File: src/rtl/noc_pkg.sv
// Shared NoC definitions: header layout, field widths and the framer/deframer state encodings.
// Every stream here uses one handshake rule: a beat moves when valid && ready at a rising clk edge, and a source holds valid and data until that happens.
package noc_pkg;
    localparam int NODE_ID_W = 4;
    localparam int LEN_W     = 8;
    localparam int HDR_W     = 16;

    typedef logic [NODE_ID_W-1:0] node_id_t;
    typedef logic [LEN_W-1:0]     len_t;

    // Occupies flit bits [15:0]; dest is the most significant field.
    typedef struct packed {
        node_id_t dest;
        node_id_t src;
        len_t     len;
    } noc_hdr_t;

    typedef enum logic [1:0] {T_IDLE, T_HDR, T_PAY} tx_state_t;
    typedef enum logic [1:0] {R_HDR, R_PAY, R_DROP} rx_state_t;

    function automatic logic [HDR_W-1:0] pack_hdr(node_id_t dest, node_id_t src, len_t len);
        noc_hdr_t h;
        h.dest = dest;
        h.src  = src;
        h.len  = len;
        return h;
    endfunction

    function automatic noc_hdr_t unpack_hdr(logic [HDR_W-1:0] flit);
        return noc_hdr_t'(flit);
    endfunction
endpackage

File: src/rtl/noc_ni_rx_deframer.sv
// RX side of the network interface: checks header dest and framing, strips the header,
// forwards the payload to the PE and keeps the saturating drop/error counters.
module noc_ni_rx_deframer
    import noc_pkg::*;
#(
    parameter int DATA_W  = 32,
    parameter int NODE_ID = 0
) (
    input  logic              clk,
    input  logic              rst_n,
    input  logic              rx_tvalid,
    output logic              rx_tready,
    input  logic [DATA_W-1:0] rx_tdata,
    input  logic              rx_tlast,
    output logic              pe_rx_valid,
    input  logic              pe_rx_ready,
    output logic [DATA_W-1:0] pe_rx_data,
    output logic [3:0]        pe_rx_src,
    output logic              pe_rx_last,
    output logic [15:0]       drop_cnt,
    output logic [15:0]       err_cnt,
    output rx_state_t         state_dbg
);
    rx_state_t state, state_nxt;
    node_id_t  src_q;
    len_t      len_q, beat_cnt;
    noc_hdr_t  hdr;
    logic      drop_evt, err_evt, hdr_take, beat_inc;

    assign state_dbg = state;

    always_comb begin
        state_nxt   = state;
        rx_tready   = 1'b0;
        pe_rx_valid = 1'b0;
        pe_rx_data  = '0;
        pe_rx_src   = '0;
        pe_rx_last  = 1'b0;
        drop_evt    = 1'b0;
        err_evt     = 1'b0;
        hdr_take    = 1'b0;
        beat_inc    = 1'b0;
        hdr         = unpack_hdr(rx_tdata[HDR_W-1:0]);
        case (state)
            R_HDR: begin
                rx_tready = 1'b1;
                if (rx_tvalid) begin
                    // A header that is also the last flit carries no payload at all.
                    if (rx_tlast) begin
                        err_evt = 1'b1;
                    end else if (hdr.dest != node_id_t'(NODE_ID)) begin
                        drop_evt  = 1'b1;
                        state_nxt = R_DROP;
                    end else begin
                        hdr_take  = 1'b1;
                        state_nxt = R_PAY;
                    end
                end
            end
            R_PAY: begin
                pe_rx_valid = rx_tvalid;
                rx_tready   = pe_rx_ready;
                pe_rx_data  = rx_tdata;
                pe_rx_src   = src_q;
                pe_rx_last  = (beat_cnt == len_q);
                if (rx_tvalid && pe_rx_ready) begin
                    beat_inc = 1'b1;
                    if (rx_tlast) begin
                        err_evt   = !pe_rx_last;
                        state_nxt = R_HDR;
                    end else if (pe_rx_last) begin
                        err_evt   = 1'b1;
                        state_nxt = R_DROP;
                    end
                end
            end
            R_DROP: begin
                rx_tready = 1'b1;
                if (rx_tvalid && rx_tlast) state_nxt = R_HDR;
            end
            default: state_nxt = R_HDR;
        endcase
    end

    always_ff @(posedge clk) begin
        if (!rst_n) begin
            state    <= R_HDR;
            src_q    <= '0;
            len_q    <= '0;
            beat_cnt <= '0;
            drop_cnt <= '0;
            err_cnt  <= '0;
        end else begin
            state <= state_nxt;
            if (hdr_take) begin
                src_q    <= hdr.src;
                len_q    <= hdr.len;
                beat_cnt <= '0;
            end else if (beat_inc) begin
                beat_cnt <= beat_cnt + 8'd1;
            end
            if (drop_evt && drop_cnt != 16'hFFFF) drop_cnt <= drop_cnt + 16'd1;
            if (err_evt && err_cnt != 16'hFFFF)   err_cnt  <= err_cnt + 16'd1;
        end
    end
endmodule

File: src/rtl/noc_ni_bridge.sv
// PE-side NoC network interface: TX framer (header + payload pass-through into router ingress)
// and the RX deframer instance for router egress.
module noc_ni_bridge
    import noc_pkg::*;
#(
    parameter int DATA_W  = 32,
    parameter int NODE_ID = 0
) (
    input  logic              clk,
    input  logic              rst_n,
    input  logic              pe_tx_valid,
    output logic              pe_tx_ready,
    input  logic [3:0]        pe_tx_dest,
    input  logic [7:0]        pe_tx_len,
    input  logic [DATA_W-1:0] pe_tx_data,
    output logic              tx_tvalid,
    input  logic              tx_tready,
    output logic [DATA_W-1:0] tx_tdata,
    output logic              tx_tlast,
    input  logic              rx_tvalid,
    output logic              rx_tready,
    input  logic [DATA_W-1:0] rx_tdata,
    input  logic              rx_tlast,
    output logic              pe_rx_valid,
    input  logic              pe_rx_ready,
    output logic [DATA_W-1:0] pe_rx_data,
    output logic [3:0]        pe_rx_src,
    output logic              pe_rx_last,
    output logic [15:0]       drop_cnt,
    output logic [15:0]       err_cnt,
    output tx_state_t         tx_state_dbg,
    output rx_state_t         rx_state_dbg
);
    tx_state_t tx_state, tx_state_nxt;
    node_id_t  dest_q;
    len_t      len_q, beat_cnt;

    assign tx_state_dbg = tx_state;

    always_comb begin
        tx_state_nxt = tx_state;
        pe_tx_ready  = 1'b0;
        tx_tvalid    = 1'b0;
        tx_tdata     = '0;
        tx_tlast     = 1'b0;
        case (tx_state)
            T_IDLE: if (pe_tx_valid) tx_state_nxt = T_HDR;
            T_HDR: begin
                // Built only from registered fields, so the header is stable while stalled.
                tx_tvalid = 1'b1;
                tx_tdata  = DATA_W'(pack_hdr(dest_q, node_id_t'(NODE_ID), len_q));
                if (tx_tready) tx_state_nxt = T_PAY;
            end
            T_PAY: begin
                tx_tvalid   = pe_tx_valid;
                pe_tx_ready = tx_tready;
                tx_tdata    = pe_tx_data;
                tx_tlast    = (beat_cnt == len_q);
                if (pe_tx_valid && tx_tready && tx_tlast) tx_state_nxt = T_IDLE;
            end
            default: tx_state_nxt = T_IDLE;
        endcase
    end

    always_ff @(posedge clk) begin
        if (!rst_n) begin
            tx_state <= T_IDLE;
            dest_q   <= '0;
            len_q    <= '0;
            beat_cnt <= '0;
        end else begin
            tx_state <= tx_state_nxt;
            if (tx_state == T_IDLE && pe_tx_valid) begin
                dest_q   <= pe_tx_dest;
                len_q    <= pe_tx_len;
                beat_cnt <= '0;
            end else if (tx_state == T_PAY && pe_tx_valid && tx_tready) begin
                beat_cnt <= beat_cnt + 8'd1;
            end
        end
    end

    noc_ni_rx_deframer #(
        .DATA_W (DATA_W),
        .NODE_ID(NODE_ID)
    ) u_rx (
        .clk        (clk),
        .rst_n      (rst_n),
        .rx_tvalid  (rx_tvalid),
        .rx_tready  (rx_tready),
        .rx_tdata   (rx_tdata),
        .rx_tlast   (rx_tlast),
        .pe_rx_valid(pe_rx_valid),
        .pe_rx_ready(pe_rx_ready),
        .pe_rx_data (pe_rx_data),
        .pe_rx_src  (pe_rx_src),
        .pe_rx_last (pe_rx_last),
        .drop_cnt   (drop_cnt),
        .err_cnt    (err_cnt),
        .state_dbg  (rx_state_dbg)
    );
endmodule

File: config.mk
export PLATFORM = sky130hd
export DESIGN_NAME = noc_ni_bridge
export DESIGN_NICKNAME = d
export VERILOG_FILES = /design/src/rtl/noc_pkg.sv /design/src/rtl/noc_ni_rx_deframer.sv /design/src/rtl/noc_ni_bridge.sv
export SDC_FILE = /design/constraint.sdc
export NUM_CORES = 1
export LEC_CHECK = 0
export CORE_MARGIN = 2
export CORE_UTILIZATION = 42
export DETAILED_ROUTE_END_ITERATION = 8
export GPL_ROUTABILITY_DRIVEN = 0
export PLACE_DENSITY = 0.9
export SLEW_MARGIN = 20
export SYNTH_ARGS = -nofsm -noshare
export SYNTH_HDL_FRONTEND = slang
export SYNTH_SLANG_ARGS = --single-unit
File: constraint.sdc
create_clock -name clk -period 2.3 [get_ports clk]
set_input_delay 0.23 -clock clk [delete_from_list [all_inputs] [get_ports clk]]
set_output_delay 0.23 -clock clk [all_outputs]
set_load 0.01 [all_outputs]
==> out/results.txt <==
Worst Max-Slew Pin Slew -> 0.566 ns
Post-synth top cells -> 76 x dfxtp_1, 74 x nand2_1, 62 x and2_1, 41 x a21oi_1, 36 x nor2_1
main flop type after synthesis -> dfxtp_1
vias in the first global route -> 4492
VDD IR max -> 0.000356 V
combinational share of power -> 31.9%
Vert. Die Dim -> 104 um
P_leak -> 2.46 nW
Vias/cell -> 5.24
Tcrit/Tclk final -> 99.5%
drt drc -> 0
Total GRT Usage -> 23.3%
WP data required -> 2.57 ns
worst-path cell chain -> xnor2_2, nand4_1, or4_4, o211a_4, or4_4, a21oi_2
Max H-tree Level -> 3
Layout fillers -> 764
port buffer count -> 192
Syn Nets -> 624
antenna-violating nets left -> 0
pre-CTS setup slack -> -0.135 ns
Synth async-reset ratio -> 0%
clock share of power -> 26.2%
CTS max path bufs -> 2
Yosys cell types -> 44
setup TNS -> 0 ns
pin count of the biggest net entering global routing -> 48
synthesized area -> 4180 sq um
slowest CP cell -> or4_4
drt initial violations -> 281
Ports -> 193
CORE AREA -> 9730 sq um
CP Depth -> 6
CTS Buf Count -> 9
synthesis-to-finish area growth -> 59.4%
die footprint -> 10800 sq um
worst hold path class -> input port to register
Synth area leaders -> dfxtp_1 36%, and2_1 9.3%, nand2_1 6.6%
Most Frequent Cell on Critical Path -> or4_4
Routed WL per cell -> 15.4 um
layout cell share with drive strength beyond 1 -> 9.38%
HPWL Detailed -> 9.74 mm
fin crit period -> 2.29 ns
Hold WS -> 0.437 ns
Die X -> 104 um
Hold-fix buffers, CTS -> 0
Sinks on Clock Net -> 76
Core Util, Final -> 68.5%
CP endpoint kind -> register
Initial Util -> 43.0%
initial antenna violation count -> 0
Psw -> 1.06 mW
total grt overflow -> 0
worst setup path class -> register to register
final WL -> 13.4 mm
Syn Area/Cell -> 7.85 sq um
crit-path leading delay family -> simple AND/OR/NAND/NOR gates
Critical Path Fanout Max -> 6
Ys Warns -> 0
cell accounting for the most synthesized area -> dfxtp_1
#FFs+latches synth -> 76
top cell type's share of synthesized area -> 36.4%
# setup viols final -> 0
total chip power -> 3.42 mW
setup ws final -> 0.0119 ns
part of the power in registers -> 41.9%
Row Count -> 36
CP bufs+invs -> 0
Seq/Total Area, Yosys -> 36.4%
Syn Inst Count -> 533
first-pass GRT wire length -> 21.0 mm
CP Launch Type -> register
PD cells -> 513 nW/um^2
Reg2Reg Depth -> 6
CP max stage delay -> 0.64 ns
maximum capacitance violations -> 0
Max Clk Rate -> 437 MHz
Worst Skew -> 0.0115 ns
clk slew on worst S/H paths -> 0.08 ns
most common cell in the synthesized netlist -> dfxtp_1
hold violation count in the final report -> 0
max-slew violation count -> 0
sw frac -> 31.0%
Post-synth EDFFs -> 0
Pre-antenna DRT Iters -> 4
Vias -> 4552
Final #Nets -> 822
worst path arrival time -> 2.56 ns
internal cell power -> 2.36 mW
CTS tree -> built
hold path cells -> 3
RSZ-0062 raised after global routing -> true
Worst-Skew Late Latency -> 0.34 ns
Root Buffer -> clkbuf_8
# diodes -> 0
status -> finished clean
Slew headroom -> 61.9%
==> power by group through the flow <==
stage | sequential [mW] | clock (mW) | combinational, mW
4_1_cts | 1.43 | 0.919 | 1.07
2_1_floorplan | 1.45 | 0 | 0.515
6_report | 1.43 | 0.896 | 1.09
5_1_grt | 1.44 | 0.964 | 1.18
3_5_place_dp | 1.45 | 0 | 1.01
3_3_place_gp | 1.45 | 0 | 0.972
==> sequential cells by signal, summed over array words and instances, names as in the netlist, 4 cells and up <==
name	flops
u_rx.drop_cnt	16
u_rx.err_cnt	16
beat_cnt	8
len_q	8
u_rx.beat_cnt	8
u_rx.len_q	8
dest_q	4
u_rx.src_q	4
==> cells in the final DEF, fill, tap and decap left out, drive strengths merged, types with 2 or more instances in the layout <==
cell	instances
a211oi	2
a21oi	41
a22oi	12
and2	62
and3	7
buf	23
clkbuf	11
clkdlybuf4s50	186
clkinv	4
dfxtp	76
dlymetal6s2s	6
ha	8
inv	11
mux2i	10
nand2	74
nand2b	9
nand3	24
nand4	14
nor2	36
nor2b	14
nor3	6
nor4	9
nor4b	2
o211a	4
o21ai	10
o31ai	6
or2	2
or3	5
or4	7
xnor2	19
xor2	22
==> layout make-up <==
class	instances	area [sq um]	area share, %
Sequential cell	76	1530	22.9
Inverter	11	41.3	0.619
Clock inverter	5	27.5	0.413
Multi-Input combinational cell	418	2640	39.6
Timing Repair Buffer	215	2120	31.8
Tap cell	133	166	2.50
Clock buffer	11	141	2.12
==> kinds of logic after synthesis <==
kind of cell / count (synthesis) / synth area share (%)
XOR/XNOR: 41 / 8.58
adder cells (fa/ha/maj): 8 / 2.39
buffers and inverters: 41 / 3.86
AO/OA/AOI/OAI: 82 / 12.0
AND/OR/NAND/NOR: 274 / 34.2
flip-flops: 76 / 36.4
multiplexers: 11 / 2.66
==> metal layers <==
| layer | vias to the layer above | routed length (um) | track usage, % |
|---|---|---|---|
| met2 | 172 | 6920 | 42.0 |
| met1 | 2128 | 5560 | 28.2 |
| met4 | 0 | 198 | 7.53 |
| li1 | 2232 | - | - |
| met5 | - | 0 | 0 |
| met3 | 20 | 673 | 3.65 |
==> tightest hold or removal path, stage by stage <==
cell and delay [ns]:
clkdlybuf4s50_1 0.39, nand2_1 0.05, a21oi_1 0.05
==> stage by stage <==
| stage | std cells | cell area (sq um) |
|---|---|---|
| 2_1_floorplan | 533 | 4180 |
| 3_3_place_gp | 851 | 6340 |
| 3_5_place_dp | 851 | 6340 |
| 4_1_cts | 867 | 6560 |
| 5_1_grt | 869 | 6670 |
| 6_report | 869 | 6670 |
==> final timing paths <==
path | start | to | slack [ns]
setup / recovery | u_rx.len_q[0] | u_rx.err_cnt[8] | 0.01
hold / removal | pe_tx_len[5] | len_q[5] | 0.44
setup reg to reg | u_rx.len_q[0] | u_rx.err_cnt[8] | 0.01
hold reg to reg | dest_q[3] | dest_q[3] | 0.46
==> what timing repair did <==
| action | CTS | global route |
|---|---|---|
| setup endpoints to repair | 16 | 19 |
| cloned | 0 | 2 |
| setup buffers | 0 | 0 |
| resized for setup | 8 | 25 |
| pin swaps | 0 | 4 |
Note: power is estimated with default switching activity, not from simulation.
==> variant, RTL diff (same flow settings) <==
Register the output `err_cnt`, with the module's reset; this adds one clock of latency there. The other outputs are not delayed to match.
--- a/src/rtl/noc_ni_bridge.sv
+++ b/src/rtl/noc_ni_bridge.sv
@@ -33,2 +33,4 @@
 );
+
+    logic [15:0] err_cnt_d;
     tx_state_t tx_state, tx_state_nxt;
@@ -98,5 +100,13 @@
         .drop_cnt   (drop_cnt),
-        .err_cnt    (err_cnt),
+        .err_cnt    (err_cnt_d),
         .state_dbg  (rx_state_dbg)
     );
+    always_ff @(posedge clk) begin
+        if (!rst_n) begin
+            err_cnt <= '0;
+        end else begin
+            err_cnt <= err_cnt_d;
+        end
+    end
+
 endmodule
Function: changed (a bounded check fails within 4 cycles, from zero or initial values and one cycle with rst_n low).
==> variant against the original RTL <==
Global-route usage is 0.58 points lower. Worst setup slack better by 0.020 ns. Synthesized area is 8.6% higher. Largest cell class unchanged. Critical endpoint is now tx_tlast. First-iteration DRC count is 42% lower. Routed wire length is 0.83% higher. Sequential cell count is 16 higher. Largest power group unchanged. Final area is 6.1% higher. Power is 17% higher.
==> variant: results (changes against the original RTL) <==
outcome complete, no violations; met2 WL 6990 um (+0.94%); initial antenna violation count 2 (+2); Total GRT Usage 22.7% (-0.58 points); worst-path fanout max 3 (-3); vias in the first global route 4620 (+2.8%); synth top area cells dfxtp_1, and2_1, nor2_1; largest registers err_cnt: 16 flops, u_rx.drop_cnt: 16 flops, u_rx.err_cnt: 16 flops; comb_multi_in 405 (-3.1%); DR WL met3 1140 um (+69%); Non-CTS inverters 12 (+1); largest net degree at the start of global routing 43 (-10%); beginning of the worst hold path pe_tx_dest[0]; insertion delay to the later sink of the worst-skew pair 0.37 ns (+0.03 ns); Placed Area 6670 um^2 (+5.1%); drt wl/cell 15.3 um (-0.20%); reg2reg start u_rx.beat_cnt[5]; Worst Clk Skew 0.00816 ns (-0.00331 ns); hold-critical path endpoint dest_q[0]; antenna cell count 2 (+2); Max IR drop VDD 0.000374 V (+5.0%); met2 global-route usage 42.0% (about the same); worst relative slew slack 68.7% (+6.8 points); HPWL Detailed 9770 um (+0.32%); Async SR Flop Fraction 0% (unchanged); first-pass GRT wire length 21200 um (+0.72%); leakage power 2.84 nW (+15%); global-route met1 utilization 23.4% (-4.8 points); Syn Nets 627 (+0.48%); Num Clock Sinks 92 (+21%); Data buffer area share 30.2% (-1.7 points); Seq pwr share 42.5% (+0.6 points); multi-input combinational cell area 2630 um^2 (-0.33%); vias 4572 (+0.44%); Clock buf/inv share 3.33% (+0.79 points); # fillers 799 (+4.6%); register area share after synthesis 40.5% (+4.2 points); slowest stage cell, crit path clkdlybuf4s50_1; synth unique cells 45 (+2.3%); CP arrival 2.04 ns (-0.52 ns); Final nets 826 (+0.49%); Root Driver clkbuf_8; GRT met3 Usage 6.45% (+2.8 points); Initial DRC Count 164 (-42%); internal power 2.88 mW (+22%); top cells by count, synth dfxtp_1, and2_1, nor2_1; Sequential cell area 1850 um^2 (+21%); crit-path max cell delay 0.54 ns (-0.10 ns); design area 7070 um^2 (+6.1%); clock power share 31.3% (+5.1 points); worst r2r dst u_rx.err_cnt[15]
variant: cell count changes in the layout (fill, tap and decap cells not counted), sizes merged, moves of 4 or more:
cell	unedited run	this run
dfxtp	76	92
mux2	1	12
mux2i	10	16
nand2b	9	0
nand2	74	50
nor2	36	58
and4	1	5
nand3	24	14
and2	62	74
or4	7	1
a21oi	41	21
variant: worst max-delay path by stage:
stage	depth (start not counted)	startpoint	to	slack [ns]
final	4	beat_cnt[6]	tx_tlast	0.03
after global routing	4	beat_cnt[6]	tx_tlast	-0.05
after CTS	4	beat_cnt[4]	tx_tlast	0.007
after detailed placement	6	pe_rx_ready	u_rx.err_cnt[8]	-0.15
after global placement	6	pe_rx_ready	u_rx.err_cnt[8]	-0.06
after floorplan	6	u_rx.beat_cnt[2]	u_rx.err_cnt[3]	0.29
variant: timing repair:
item / 4_1_cts / 5_1_grt
setup buffers: 0 / 2
endpoints found under the hold margin: 0 / 0
cloned: 0 / 2
pin swaps: 0 / 3
gates resized for setup: 12 / 31
endpoints found under the setup margin: 50 / 58
variant: cells by family (layout without fill, tap and decap cells):
group                    count (synthesis)  in the layout  share of synthesized area, %
AO/OA/AOI/OAI                           57             57                          7.79
AND/OR/NAND/NOR                        270            270                          31.3
XOR/XNOR                                42             42                          8.09
flip-flops                              92             92                          40.5
adder cells (fa/ha/maj)                  8              8                          2.20
buffers and inverters                   39            243                          3.52
other                                    0              2                             0
multiplexers                            28             28                          6.58
variant: metrics by stage:
stage	hold slack, ns	utilization [%]	TNS (ns)	worst slack [ns]	cells
final	0.413	67.9	0	0.0320	878
after global routing	0.411	67.9	-0.0914	-0.0529	878
after CTS	0.403	66.7	0	0.00697	872
after detailed placement	0.450	64.0	-0.746	-0.154	856
after global placement	0.449	64.0	-0.237	-0.0606	856
after floorplan	0.336	-	0	0.286	536
